`src/rtl/mem_arb_pkg.sv`:
```
// mem_arb_pkg: shared types and constants for the unified-memory arbiter.
//   state_t  : arbiter FSM states
//   PORT_*   : port identifiers (grant encoding, also drives mem_iord)
//   LAT_MAX  : largest supported read latency; CNT_W sizes the down-counter
package mem_arb_pkg;

   typedef enum logic [1:0] {IDLE, ACCESS, RESP} state_t;

   typedef logic port_t;
   localparam port_t PORT_IF = 1'b0;
   localparam port_t PORT_D  = 1'b1;

   localparam int LAT_MAX = 4;
   localparam int CNT_W   = $clog2(LAT_MAX);
   typedef logic [CNT_W-1:0] cnt_t;

endpackage

```
`src/rtl/mem_arb_pick.sv`:
```
// mem_arb_pick: combinational port picker for the memory arbiter.
//   i_if_req : fetch request pending
//   i_d_req  : data request pending
//   i_last   : port granted last (only consulted with MEM_ARB_RR_EN)
//   o_grant  : port to serve (PORT_IF / PORT_D)
// Build option MEM_ARB_RR_EN: ties alternate against i_last; otherwise the
// data port always wins a tie.
module mem_arb_pick
   import mem_arb_pkg::*;
(
   input  logic  i_if_req,
   input  logic  i_d_req,
   input  port_t i_last,
   output port_t o_grant
);

`ifdef MEM_ARB_RR_EN
   always_comb begin
      o_grant = PORT_D;
      if (i_if_req && i_d_req)
         o_grant = (i_last == PORT_D) ? PORT_IF : PORT_D;
      else if (i_if_req)
         o_grant = PORT_IF;
   end
`else
   // Fixed priority: last-grant history is irrelevant.
   logic w_unused_last;
   assign w_unused_last = i_last;

   always_comb begin
      o_grant = PORT_D;
      if (i_if_req && !i_d_req)
         o_grant = PORT_IF;
   end
`endif

endmodule

```
`src/rtl/mem_arbiter.sv`:
```
// mem_arbiter: sequences fetch and data requests onto the shared word memory.
//   clk, rst            : clock, synchronous active-high reset
//   if_req/if_addr      : fetch request in; if_ack/if_err/if_rdata out
//   d_req/d_we/d_addr/d_wdata : data request in; d_ack/d_err/d_rdata out
//   mem_*               : memory control, address, write data, read data
//   busy                : FSM not idle
// Build option MEM_ARB_RR_EN: round-robin tie break with a last-grant register.
module mem_arbiter
   import mem_arb_pkg::*;
#(
   parameter int ADDR_W    = 32,
   parameter int DATA_W    = 32,
   parameter int MEM_DEPTH = 21,
   parameter int LAT       = 1
) (
   input  logic              clk,
   input  logic              rst,
   input  logic              if_req,
   input  logic [ADDR_W-1:0] if_addr,
   output logic              if_ack,
   output logic              if_err,
   output logic [DATA_W-1:0] if_rdata,
   input  logic              d_req,
   input  logic              d_we,
   input  logic [ADDR_W-1:0] d_addr,
   input  logic [DATA_W-1:0] d_wdata,
   output logic              d_ack,
   output logic              d_err,
   output logic [DATA_W-1:0] d_rdata,
   output logic              mem_iord,
   output logic              mem_read,
   output logic              mem_write,
   output logic [ADDR_W-1:0] mem_addr,
   output logic [DATA_W-1:0] mem_wdata,
   input  logic [DATA_W-1:0] mem_rdata,
   output logic              busy
);

   state_t            r_state, w_next;
   port_t             r_port, r_iord, w_pick, w_last;
   logic              r_err, r_we;
   cnt_t              r_cnt;
   logic [ADDR_W-1:0] r_addr;
   logic [DATA_W-1:0] r_wdata, r_if_rdata, r_d_rdata;

   logic              w_any, w_oor;
   logic [ADDR_W-1:0] w_req_addr;

   assign w_any      = if_req | d_req;
   assign w_req_addr = (w_pick == PORT_D) ? d_addr : if_addr;
   assign w_oor      = (w_req_addr >= ADDR_W'(MEM_DEPTH));

   mem_arb_pick u_pick (
      .i_if_req (if_req),
      .i_d_req  (d_req),
      .i_last   (w_last),
      .o_grant  (w_pick)
   );

`ifdef MEM_ARB_RR_EN
   // Reset to data so the first tie after reset goes to fetch.
   port_t r_last;
   always_ff @(posedge clk) begin
      if (rst)
         r_last <= PORT_D;
      else if (r_state == IDLE && w_any)
         r_last <= w_pick;
   end
   assign w_last = r_last;
`else
   assign w_last = PORT_D;
`endif

   // State register
   always_ff @(posedge clk) begin
      if (rst) r_state <= IDLE;
      else     r_state <= w_next;
   end

   // Next-state logic; stores take one ACCESS cycle regardless of LAT
   always_comb begin
      w_next = r_state;
      case (r_state)
         IDLE:    if (w_any) w_next = w_oor ? RESP : ACCESS;
         ACCESS:  if (r_we || r_cnt == '0) w_next = RESP;
         RESP:    w_next = IDLE;
         default: w_next = IDLE;
      endcase
   end

   // Outputs: only strobes/acks are decoded, memory-side values come from
   // registers that change only when an access is actually launched.
   always_comb begin
      mem_read  = (r_state == ACCESS) && !r_we;
      mem_write = (r_state == ACCESS) &&  r_we;
      if_ack    = (r_state == RESP) && (r_port == PORT_IF);
      d_ack     = (r_state == RESP) && (r_port == PORT_D);
      if_err    = if_ack && r_err;
      d_err     = d_ack  && r_err;
      busy      = (r_state != IDLE);
   end

   assign mem_addr  = r_addr;
   assign mem_wdata = r_wdata;
   assign mem_iord  = r_iord;
   assign if_rdata  = r_if_rdata;
   assign d_rdata   = r_d_rdata;

   // Transaction registers
   always_ff @(posedge clk) begin
      if (rst) begin
         r_port     <= PORT_IF;
         r_err      <= 1'b0;
         r_we       <= 1'b0;
         r_cnt      <= '0;
         r_iord     <= PORT_IF;
         r_addr     <= '0;
         r_wdata    <= '0;
         r_if_rdata <= '0;
         r_d_rdata  <= '0;
      end else begin
         if (r_state == IDLE && w_any) begin
            r_port <= w_pick;
            r_err  <= w_oor;
            // Out-of-range requests leave the memory-side registers alone.
            if (!w_oor) begin
               r_addr <= w_req_addr;
               r_iord <= w_pick;
               r_we   <= (w_pick == PORT_D) && d_we;
               r_cnt  <= cnt_t'(LAT - 1);
               if (w_pick == PORT_D) r_wdata <= d_wdata;
            end
         end else if (r_state == ACCESS && !r_we) begin
            if (r_cnt == '0) begin
               if (r_iord == PORT_D) r_d_rdata  <= mem_rdata;
               else                  r_if_rdata <= mem_rdata;
            end else begin
               r_cnt <= r_cnt - 1'b1;
            end
         end
      end
   end

endmodule

```
`config.mk`:
```
export PLATFORM = sky130hd
export DESIGN_NAME = mem_arbiter
export DESIGN_NICKNAME = d
export VERILOG_FILES = /design/src/rtl/mem_arb_pkg.sv /design/src/rtl/mem_arb_pick.sv /design/src/rtl/mem_arbiter.sv
export SDC_FILE = /design/constraint.sdc
export NUM_CORES = 1
export LEC_CHECK = 0
export ABC_CLOCK_PERIOD_IN_PS = 6000
export CAP_MARGIN = 30
export CORE_MARGIN = 4
export CORE_UTILIZATION = 25
export DETAILED_ROUTE_END_ITERATION = 7
export GPL_TIMING_DRIVEN = 0
export SETUP_SLACK_MARGIN = 0.4
export SYNTH_ARGS = -nofsm -noshare
export SYNTH_HDL_FRONTEND = slang
export SYNTH_SLANG_ARGS = --single-unit
```
`constraint.sdc`:
```
create_clock -name clk -period 6 [get_ports clk]
set_input_delay 1.2 -clock clk [delete_from_list [all_inputs] [get_ports clk]]
set_output_delay 1.2 -clock clk [all_outputs]
set_load 0.02 [all_outputs]
```
==> flow_summary.yaml, run 1 <==
routing:
  ant_nets: 0
  met1_length_mm: 7.73
  drt-initial-drc-count: 176
  drc: 0
  top_layer: "met4"
  dr_wl_met3_mm: 1.55
  route.met2.wl_mm: 8.24
  wirelength_mm: 17.8
  dr.pass1.iters: 4
  vias_per_cell: 4.40
  num_vias: 5088
  routedWlPerCell_microns: 15.4
logic_synthesis:
  synthFlopType: "dfxtp_1"
  ys_seq_elements: 136
  syn_avg_cell_area_sq_um: 8.87
  synth_top_area_cell: "dfxtp_1"
  syn_inst: 586
  ys_warn_count: 0
  synth-edff-count: 0
  synth_area_sq_mm: 0.00520
  synth_cell_types: 46
  ys_top_cells_by_area: "dfxtp_1, nand2_1, mux2i_1"
  synth_top_cell_area_share_pct: 52.4
  synth-async-reset-ratio_pct: 0
  ys_seq_area_share_pct: 52.4
  synth.net_count: 720
power_and_ir_drop:
  powerDensity_mw_per_mm2: 235
  p_clk_share_pct: 48.5
  p_int_w: 0.00158
  swShare_pct: 23.3
  ir_drop_mv: 0.182
  switchingPower_w: 0.000482
  pwr-share-comb_pct: 7.5
  leakagePower_nw: 3.13
  power_frac_seq_pct: 43.9
placement:
  io_buffers: 268
  pre_cts_ws_ns: 2.37
  placed_cells: 1124
  hpwl_mm: 13.8
  gp_congestion: 0.762
sta:
  rsz0062_at_grt: "false"
  fmax_mhz: 295
  max_slew.worst_pin.slew_ns: 0.770
  max_slew_margin_pct: 47.3
  setup_tns_ns: 0
  skew_ns: 0.0108
  final-hold-violation-count: 0
  finalSetupViolations: 0
  period_needed_ns: 3.40
  finalCritPeriodShare_pct: 56.6
  fin_hold_ws_ns: 0.452
  setup_ws_ns: 2.60
  maxSlewViolCount: 0
setup_path:
  cp-start-kind: "flip-flop"
  worstPathArrival_ns: 2.20
  timing.rr.end: "if_rdata[7]"
  reg2reg_depth: 7
  regToRegSetupSlack_ns: 3.76
  timing.rr.start: "r_state[0]"
  cp_data_required_time_ns: 4.80
  endpoint_kind: "primary output"
  critical_path_class: "reg -> out"
  path_max_fanout: 7
cts:
  cts_tree: "done"
  clkTransAtPathRegs_ns: 0.06
  htreeDepth: 4
  ctsResizeCount: 0
  cts_buffer_depth: 2
  cts_buffers: 17
  cts_sinks: 136
  cts_setup_buffers: 0
  cts-root-buf: "clkbuf_16"
  clk_latency_ns: 0.42
  cts.hold.buffers_added: 0
worst_hold_path:
  hold_depth: 2
  hold_class: "reg -> reg"
  hold_path_end: "d_rdata[3]"
  hold_start: "d_rdata[3]"
floorplan:
  die_area_sq_mm: 0.0232
  rows: 52
  die_height_microns: 152
  chipWidth_microns: 152
  core_sq_mm: 0.0204
  start_util_pct: 25.5
  io_pins: 269
global_route:
  grt_first_pass_wirelength_mm: 27.8
  grt_start_max_net_pins: 17
  grt-ovfl-total: 0
  first_global_vias: 5144
  grtUsageTotal_pct: 15.0
  antenna_found_initial: 0
layout:
  n_antenna_cell: 0
  syn_to_final_growth_pct: 69.0
  drive_above_1_share_pct: 6.88
  seq_area_sq_mm: 0.00272
  fill_cells: 2032
  fin_util_pct: 43.1
  finalNonFillerCells: 1156
  fin_nets: 1007
  multi_input_area_sq_mm: 0.00224
run_status:
  outcome: "finished clean"
job:
  maxCapViolCount: 0
## power by group through the flow
stage          registers (W)   logic, W  clock network (W)
6_report            0.000907   0.000155            0.00100
3_3_place_gp        0.000927   0.000157                  0
3_5_place_dp        0.000926   0.000157                  0
5_1_grt             0.000906   0.000167            0.00107
2_1_floorplan       0.000926  0.0000436                  0
4_1_cts             0.000906   0.000158            0.00103
## per-stage QoR
stage | instance area [sq um] | total power [W]
detailed placement | 8220 | 0.00108
global route | 8780 | 0.00214
floorplan | 5200 | 0.000969
CTS | 8780 | 0.00209
global placement | 8220 | 0.00108
finish | 8780 | 0.00206
## worst max-delay path: stages, from the launching register on
cell and delay, ns:
dfxtp_1 0.43, nor3b_1 0.60, clkdlybuf4s50_1 0.75
## final cells by class
cell class	instances	area share, %
inverters	4	0.171
clock inverters	14	1.44
multi-input cells	407	25.5
repair buffers	268	30.5
clock buffers	18	5.00
well taps	270	3.85
plain buffers	39	2.49
flip-flops and latches	136	31.0
## flip-flops by register name (all words and copies together) (netlist names)
| signal | count |
|---|---|
| mem_addr | 32 |
| r_err | 1 |
| r_cnt | 2 |
| r_port | 1 |
| mem_iord | 1 |
| r_we | 1 |
| mem_wdata | 32 |
| d_rdata | 32 |
| r_state | 2 |
| if_rdata | 32 |
## cell families after synthesis
logic type	count (synthesis)	share of synthesized area [%]
buffers and inverters	43	4.50
AO/OA/AOI/OAI	84	10.1
multiplexers	45	9.05
AND/OR/NAND/NOR	277	23.8
flip-flops	136	52.4
adder cells (fa/ha/maj)	1	0.241
## how the worst max path moves through the flow
stage | from | to | slack (ns) | cells after the start
CTS | r_state[0] | mem_read | 2.47 | 2
detailed placement | d_req | r_err | 2.37 | 7
global placement | d_req | mem_addr[3] | 2.38 | 7
floorplan | d_req | mem_addr[2] | 3.26 | 6
finish | r_state[0] | mem_read | 2.60 | 2
global route | r_state[0] | mem_read | 2.38 | 2
## placed cells by master (no fill, tap or decap), drive strengths merged, types with 4 or more instances in the layout
| cell type | n |
|---|---|
| clkbuf | 46 |
| clkdlybuf4s50 | 268 |
| nor3 | 5 |
| clkinv | 6 |
| inv | 6 |
| and3 | 28 |
| a21oi | 69 |
| dfxtp | 136 |
| mux2 | 6 |
| nor2 | 8 |
| clkinvlp | 5 |
| nor4 | 12 |
| nor2b | 4 |
| buf | 11 |
| mux2i | 39 |
| nand2 | 201 |
## routing by layer
metal  global-route usage (%)  vias to the layer above
li1                         -                     2547
met1                     17.7                     2312
met2                     24.9                      214
met3                     5.82                       15
met4                     5.18                        0
met5                        0                        -
## cell usage after synthesis (3+ instances only)
cell type and instances:
dfxtp_1 136, nor3_1 4, mux2_2 4, nand3_1 3, buf_12 3, mux2i_1 38
buf_2 6, nor2b_1 4, clkbuf_1 27, nand2_1 201, and3_1 28, nand4_1 3
nor4_1 12, nor2_1 8, inv_1 3, a21oi_1 69
Note: power is estimated with default switching activity, not from simulation.
==> inputs of run 2 (changes only) <==
- ABC_CLOCK_PERIOD_IN_PS: 6000 -> 2700
- clock period: 6 -> 2.7 ns (I/O delays scaled with it)
==> run 2 against run 1 <==
Design area is 1.7% higher. First-iteration DRC count grew 11%. Setup slack worse by 2.1 ns. Die area unchanged. Clock-buffer cell count unchanged. Sequential power grew 120%. Non-clock buffer count is 4 higher. Wire length up 0.42%. Sequential share of layout area down 0.48 points. Global-route usage is essentially flat. Clock power rose by 120%.
==> flow_summary.yaml, run 2 (synthesis gave the netlist of run 1 again) <==
setup_path:
  reg2reg_depth: 5
  crit_end: "mem_addr[3]"
  path_max_fanout: 4
  crit_top_cell: "mux2_4"
  timing.rr.end: "r_cnt[1]"
  worstPathArrival_ns: 2.55
  slowest_stage: "clkdlybuf4s50_1"
  endpoint_kind: "flip-flop"
  cp_data_required_time_ns: 3.00
  cp-start-kind: "input port"
  crit_start: "if_addr[22]"
  regToRegSetupSlack_ns: 0.80
  slowest_delay_ns: 0.40
  timing.rr.start: "r_state[1]"
  critical_path.cell_chain: "clkdlybuf4s50_1 > nor4_1 > nand4_1 > buf_6 > mux2_4 > a2111oi_4 > buf_4 > mux2_4"
  critical_path_class: "in -> reg"
sta:
  max_slew_margin_pct: 57.5
  max_slew.worst_pin.slew_ns: 0.637
  period_needed_ns: 2.24
  final-hold-violation-count: 0
  rsz0062_at_grt: "true"
  finalCritPeriodShare_pct: 83.1
  finalSetupViolations: 0
  skew_ns: 0.0104
  fmax_mhz: 446
  maxSlewViolCount: 0
routing:
  drt-initial-drc-count: 195
  wirelength_mm: 17.8
  num_vias: 5132
  dr.pass1.iters: 5
  ant_nets: 0
  vias_per_cell: 4.42
  routedWlPerCell_microns: 15.4
  drc: 0
layout:
  n_antenna_cell: 0
  layout_common_cells: "clkdlybuf4s50_1, nand2_1, dfxtp_1"
  fin_util_pct: 43.9
  layout_commonest_cell: "clkdlybuf4s50_1"
  drive_above_1_share_pct: 8.99
  finalNonFillerCells: 1160
  syn_to_final_growth_pct: 71.8
  fin_nets: 1011
placement:
  hpwl_mm: 13.8
  gp_congestion: 0.762
  io_buffers: 268
  placed_cells: 1124
global_route:
  grt-ovfl-total: 0
  grt_first_pass_wirelength_mm: 27.8
  grtUsageTotal_pct: 15.0
  grt_start_max_net_pins: 17
  antenna_found_initial: 0
  first_global_vias: 5168
cts:
  cts_buffers: 17
  clkTransAtPathRegs_ns: 0.06
  cts_buffer_depth: 2
  cts-root-buf: "clkbuf_16"
  cts_tree: "done"
  clk_latency_ns: 0.42
  cts.hold.buffers_added: 0
  cts_sinks: 136
  htreeDepth: 4
floorplan:
  start_util_pct: 25.5
  io_pins: 269
  die_height_microns: 152
  die_area_sq_mm: 0.0232
  chipWidth_microns: 152
  rows: 52
  core_sq_mm: 0.0204
power_and_ir_drop:
  leakagePower_nw: 3.27
  ir_drop_mv: 0.405
  powerDensity_mw_per_mm2: 514
  power_w: 0.00459
job:
  maxCapViolCount: 0
run_status:
  outcome: "finished clean"
worst_hold_path:
  hold_class: "reg -> reg"
## run 2: changes by cell type in the layout (fill, tap and decap cells not counted), sizes merged
cell,change
dlymetal6s2s,+10
clkdlybuf4s50,-15
dlygate4sd2,+5
buf,+4
## run 2: critical path: cells and delay by family
| kind | cells | cell delay (ns) |
|---|---|---|
| buf+inv | 3 | 0.74 |
| mux | 2 | 0.58 |
| simple gates | 2 | 0.41 |
| compound gates | 1 | 0.26 |
## run 2: power breakdown
group	internal, W	total, W	leakage (nW)	switching, W
combinational	0.000211	0.000349	1.91	0.000138
sequential	0.00201	0.00202	1.10	0.00000513
clock	0.00129	0.00223	0.265	0.000933
total	0.00352	0.00459	3.27	0.00108
## run 2: per-stage QoR
| step | setup slack [ns] | TNS, ns | hold WS [ns] | area (sq um) |
|---|---|---|---|---|
| after floorplan | 0.570 | 0 | 0.456 | 5200 |
| after global placement | -0.256 | -9.13 | 0.441 | 8220 |
| after detailed placement | -0.266 | -10.33 | 0.448 | 8220 |
| after CTS | 0.407 | 0 | 0.456 | 8840 |
| after global routing | 0.372 | 0 | 0.470 | 8930 |
| final | 0.455 | 0 | 0.452 | 8930 |
## run 2: layout make-up
cell class	count	area (sq um)
Fill cell	2020	11400
Timing Repair Buffer	272	2740
Sequential cell	136	2730
Multi-Input combinational cell	407	2330
Clock buffer	18	439
Tap cell	270	338
Buffer	39	219
Clock inverter	14	126
Inverter	4	15.0
## run 2: layer usage
layer  share of wire [%]  vias to the layer above  GRT usage, %
met4                 1.4                        0          5.18
met3                 8.9                       15          5.82
met2                  46                      215          25.0
met1                  43                     2343          17.7
li1                    -                     2559             -
met5                   0                        -             0
## run 2: repair_timing
item                                    in CTS  in global routing
gates resized for setup                     14                 22
endpoints found under the setup margin      73                 56
buffers inserted                             3                  1
pin swaps                                    3                  9
## run 2: how the worst min path moves through the flow
stage	from	endpoint	slack, ns	depth (start not counted)
floorplan	r_cnt[0]	r_cnt[0]	0.46	2
global placement	if_rdata[30]	if_rdata[30]	0.44	2
detailed placement	if_rdata[1]	if_rdata[1]	0.45	2
CTS	if_rdata[1]	if_rdata[1]	0.46	2
global route	d_rdata[20]	d_rdata[20]	0.47	2
finish	d_rdata[3]	d_rdata[3]	0.45	2
